### config.mk
export PLATFORM = sky130hd
export DESIGN_NAME = goalpost_loader
export DESIGN_NICKNAME = d
export VERILOG_FILES = /design/src/rtl/goalpost_loader.sv
export SDC_FILE = /design/constraint.sdc
export NUM_CORES = 1
export LEC_CHECK = 0
export CAP_MARGIN = 25
export CORE_AREA = 2 2 85 67
export CTS_CLUSTER_DIAMETER = 100
export CTS_CLUSTER_SIZE = 20
export DETAILED_ROUTE_END_ITERATION = 10
export DIE_AREA = 0 0 87 69
export DONT_BUFFER_PORTS = 1
export PLACE_DENSITY = 0.66
export SYNTH_ARGS = -nofsm -noshare
export SYNTH_HDL_FRONTEND = slang
export SYNTH_SLANG_ARGS = --single-unit
### constraint.sdc
create_clock -name clk -period 1.7 [get_ports clk]
set_input_delay 0.255 -clock clk [delete_from_list [all_inputs] [get_ports clk]]
set_output_delay 0.255 -clock clk [all_outputs]
set_load 0.02 [all_outputs]
### src/rtl/goalpost_loader.sv
// goalpost_loader: unpacks 32-bit words of 16 two-bit palette codes from the
// processor bus and writes them, one pixel per cycle, into the left or right
// goalpost sprite RAM. A complete load is DEPTH pixels at addresses 0..DEPTH-1.
//
// Handshake: wr_data is taken on any rising edge where wr_valid=1 and
// wr_ready=1. wr_ready is high only in WAIT and only while no abort is pending,
// so a word offered in the same cycle as an abort is never consumed. wr_valid
// may be held or dropped freely. The block never stalls the processor outside
// WAIT; data offered then is simply not taken.
module goalpost_loader #(
   parameter int ADDR  = 10,
   parameter int DEPTH = 640
) (
   input  logic            clk,
   input  logic            reset,
   input  logic            start,
   input  logic            target,
   input  logic            abort,
   input  logic [31:0]     wr_data,
   input  logic            wr_valid,
   output logic            wr_ready,
   output logic            we_l,
   output logic            we_r,
   output logic [ADDR-1:0] addr_w,
   output logic [1:0]      pixel_out,
   output logic            busy,
   output logic            done,
   output logic [1:0]      o_state
);

   typedef enum logic [1:0] {
      S_IDLE  = 2'd0,
      S_WAIT  = 2'd1,
      S_WRITE = 2'd2,
      S_DONE  = 2'd3
   } state_t;

   state_t          r_state;
   state_t          w_next;
   logic            r_target;
   logic [ADDR-1:0] r_cnt;
   logic [31:0]     r_data;
   logic [3:0]      r_k;

   logic            w_busy;
   logic            w_start;
   logic            w_abort;
   logic            w_xfer;
   logic            w_write;
   logic            w_last_pix;

   // Qualified control events: start only from IDLE/DONE, abort only while busy.
   always_comb begin
      w_busy     = (r_state == S_WAIT) || (r_state == S_WRITE);
      w_start    = start && !w_busy;
      w_abort    = abort && w_busy;
      w_xfer     = (r_state == S_WAIT) && wr_valid && !abort;
      w_write    = (r_state == S_WRITE) && !abort;
      w_last_pix = (r_cnt == ADDR'(DEPTH - 1));
   end

   // Next-state logic and all outputs, decoded from the registered state.
   always_comb begin
      w_next    = r_state;
      wr_ready  = 1'b0;
      we_l      = 1'b0;
      we_r      = 1'b0;
      pixel_out = 2'b00;
      case (r_state)
         S_IDLE, S_DONE: begin
            if (w_start) w_next = S_WAIT;
         end
         S_WAIT: begin
            wr_ready = !abort;
            if (abort)       w_next = S_IDLE;
            else if (w_xfer) w_next = S_WRITE;
         end
         S_WRITE: begin
            pixel_out = r_data[{r_k, 1'b0} +: 2];
            we_l      = w_write && !r_target;
            we_r      = w_write && r_target;
            // The last pixel of the bitmap ends the load even mid-word.
            if (abort)            w_next = S_IDLE;
            else if (w_last_pix)  w_next = S_DONE;
            else if (r_k == 4'hF) w_next = S_WAIT;
         end
         default: w_next = S_IDLE;
      endcase
      addr_w  = r_cnt;
      busy    = w_busy;
      done    = (r_state == S_DONE);
      o_state = r_state;
   end

   // State register plus target latch, pixel counter and word/pixel-index registers.
   always_ff @(posedge clk) begin
      if (reset) begin
         r_state  <= S_IDLE;
         r_target <= 1'b0;
         r_cnt    <= '0;
         r_data   <= '0;
         r_k      <= '0;
      end else begin
         r_state <= w_next;
         if (w_start) begin
            r_target <= target;
            r_cnt    <= '0;
            r_k      <= '0;
         end
         if (w_abort) begin
            r_cnt <= '0;
         end
         if (w_xfer) begin
            r_data <= wr_data;
            r_k    <= '0;
         end
         if (w_write) begin
            r_cnt <= r_cnt + 1'b1;
            r_k   <= r_k + 4'd1;
         end
      end
   end

endmodule

==> impl_metrics.tcl, run 1 <==
set metrics [dict create \
    die-width_um 87 \
    synthesis.area_mm2 0.00226 \
    setup_violations 2 \
    synth_seq_cells 49 \
    yosysUniqueCellTypes 32 \
    layout_min_cycle_time_ns 2.21 \
    min_path_type "in2reg" \
    arrival_ns 1.95 \
    crit_family "multiplexers" \
    cp_max_fo 5 \
    required_ns 1.44 \
    synth_fp_nets 314 \
    clockRootBuffer "clkbuf_8" \
    gp_congestion 0.849 \
    slew_violations 0 \
    cellLeakagePower_nw 0.976 \
    syn_to_final_growth_pct 19.5 \
    path_class "reg2out" \
    pre_cts_slack_ns -0.275 \
    vias 1985 \
    ir_worst_vdd_uv 378 \
    synth_area_per_cell_um2 8.34 \
    cts.clk_slew.worst_paths_ns 0.10 \
    antenna_cells 0 \
    ys.flop_type "dfxtp_1" \
    grt_pass1_wl_um 9020 \
    avgViaCountPerCell 5.58 \
    num_io_pins 57 \
    dr.pass1.iters 4 \
    finalWirelength_um 5640 \
    violations "negative setup slack" \
    grt_util_all_layers 0.188 \
    fin_crit_sh 1.30 \
    antenna_left 0 \
    path_common_cell "mux4_2" \
    h-tree-depth 2 \
    async_flop_share 0 \
    cp_slowest_cell "mux4_2" \
    yosysWarnings 0 \
    synth_edf_count 0 \
    drive_gt1_frac 0.194 \
    grt_pass1_vias 1925 \
    tritoncts "yes" \
    fin_skew_ns 0.00430 \
    hpwlAfterDp_um 3730 \
    die_area_mm2 0.00600 \
    crit_buf_inv 1 \
    core_area_mm2 0.00515 \
    slew_headroom 0.443 \
    grt_overflow 0 \
    clock_latency_ns 0.31 \
    tightestPinTransition_ns 0.833 \
    critical_path.startpoint_type "register" \
    synth_top_area_cell "dfxtp_1" \
    syn_inst 271 \
    fin_tns_setup_ns -0.997 \
    num-nets-final 336 \
    rsz0062_at_grt "yes" \
    yosysSeqAreaShare 0.434 \
    cts_made_buffers 5 \
    path_cells "buf_12, mux4_2, mux4_2, and2_4" \
    row_count 23 \
    grt_max_degree 33 \
    io_buffers 0 \
    power_density_mw_per_mm2 806 \
    final_hold_viol_count 0 \
    initial_core_util 0.439 \
    antenna_found_initial 0 \
    clock_path_buffers 2 \
    synth.area.top_cells "dfxtp_1, nand2_1, mux4_2" \
    dieHeight_um 69 \
    max_freq_ghz 0.453 \
    layout_setup_ws_ns -0.506 \
    maxCapViolCount 0 \
    yosysTopAreaCellShare 0.434 \
    end_kind "primary output" \
    wl_per_cell_um 15.8 \
    post-route-drc-count 0 \
    clkSinkCount 49 \
    drtIter0Drc 102 \
    status "finished with violations" \
    max_stage_delay_ns 0.50 \
]
registers in the layout, indices dropped and copies added, names as in the netlist:
register  count
o_state       2
r_data       32
addr_w       10
r_target      1
r_k           4
cells in the mapped netlist (4+ instances only):
cell,instances
a211oi_1,5
a21oi_1,44
a31oi_1,4
clkbuf_1,18
dfxtp_1,49
ha_1,5
inv_1,4
mux4_2,10
nand2_1,69
nand2b_1,4
nand3_1,7
nor2_1,18
o21ai_0,5
layout make-up:
type                            count  area [um^2]
Multi-Input combinational cell    199         1220
Clock inverter                      3         26.3
Clock buffer                        5         68.8
Fill cell                         511         2450
Timing Repair Buffer               34          305
Tap cell                           62         77.6
Inverter                            4         15.0
Sequential cell                    49          988
cells in the final DEF, fill, tap and decap left out, types with 2 or more instances in the layout:
cell,n
a211oi_1,4
a21oi_1,44
a22oi_1,2
a31oi_1,4
and2_4,3
and3_1,3
buf_12,2
buf_4,23
buf_6,2
clkbuf_8,5
clkinvlp_4,2
dfxtp_1,45
dfxtp_2,3
dlygate4sd3_1,7
ha_1,4
inv_1,4
mux2i_1,2
mux4_2,10
nand2_1,69
nand2b_1,3
nand3_1,7
nand3b_1,2
nand4_1,3
nor2_1,17
nor3b_1,2
o21ai_0,5
power by group:
group / leakage, nW / internal [mW] / total, mW / switching (mW)
clock: 0.0423 / 0.300 / 0.727 / 0.427
sequential: 0.399 / 1.18 / 1.20 / 0.0200
combinational: 0.535 / 0.106 / 0.252 / 0.145
total: 0.976 / 1.59 / 2.18 / 0.593
path summary, 6_finish.rpt:
kind | startpoint | to | slack (ns) | cells past startpoint
max | r_k[0] | pixel_out[1] | -0.51 | 4
min | reset | r_data[2] | 0.005 | 1
max reg2reg | o_state[0] | r_k[3] | 0.12 | 6
min reg2reg | r_data[10] | r_data[10] | 0.46 | 2
metrics by stage:
step	hold WS [ns]	util	instances	power (mW)	area (um^2)
finish	0.00491	0.525	356	2.18	2700
global route	0.000919	0.525	356	2.29	2700
CTS	0.00102	0.517	352	2.19	2660
detailed placement	0.328	0.478	337	1.44	2460
global placement	0.329	0.478	337	1.43	2460
floorplan	0.391	-	271	1.39	2280
kinds of logic after synthesis:
logic type                 count (synthesis)  share of synthesized area
AOI/OAI and AO/OA                         65                      0.160
DFF                                       49                      0.434
muxes                                     12                      0.108
buffers and inverters                     23                     0.0415
adders and majority gates                  5                     0.0277
and+or+nand+nor                          117                      0.228
per-layer routing:
metal | GRT usage | vias up | share of wire
met5 | 0 | - | 0
met2 | 0.277 | 56 | 0.44
met3 | 0.0563 | 6 | 0.073
li1 | - | 988 | -
met4 | 0.0538 | 0 | 0.011
met1 | 0.266 | 935 | 0.48
what timing repair did:
item                                    CTS  global route
endpoints found under the setup margin    4             4
endpoints found under the hold margin    20            12
setup buffers                             4             0
pin swaps                                 2             1
hold buffers                              3             4
gates resized for setup                  10             1
(Power assumes the default switching activity.)
==> run 2, diff against run 1 <==
--- a/config.mk
+++ b/config.mk
@@ -12,7 +12,9 @@
 export DETAILED_ROUTE_END_ITERATION = 10
 export DIE_AREA = 0 0 87 69
 export DONT_BUFFER_PORTS = 1
+export GPL_ROUTABILITY_DRIVEN = 0
 export PLACE_DENSITY = 0.66
+export SLEW_MARGIN = 15
 export SYNTH_ARGS = -nofsm -noshare
 export SYNTH_HDL_FRONTEND = slang
 export SYNTH_SLANG_ARGS = --single-unit
==> results of run 2 <==
Same layout as run 1: the final DEF is identical, and so are final timing and power.
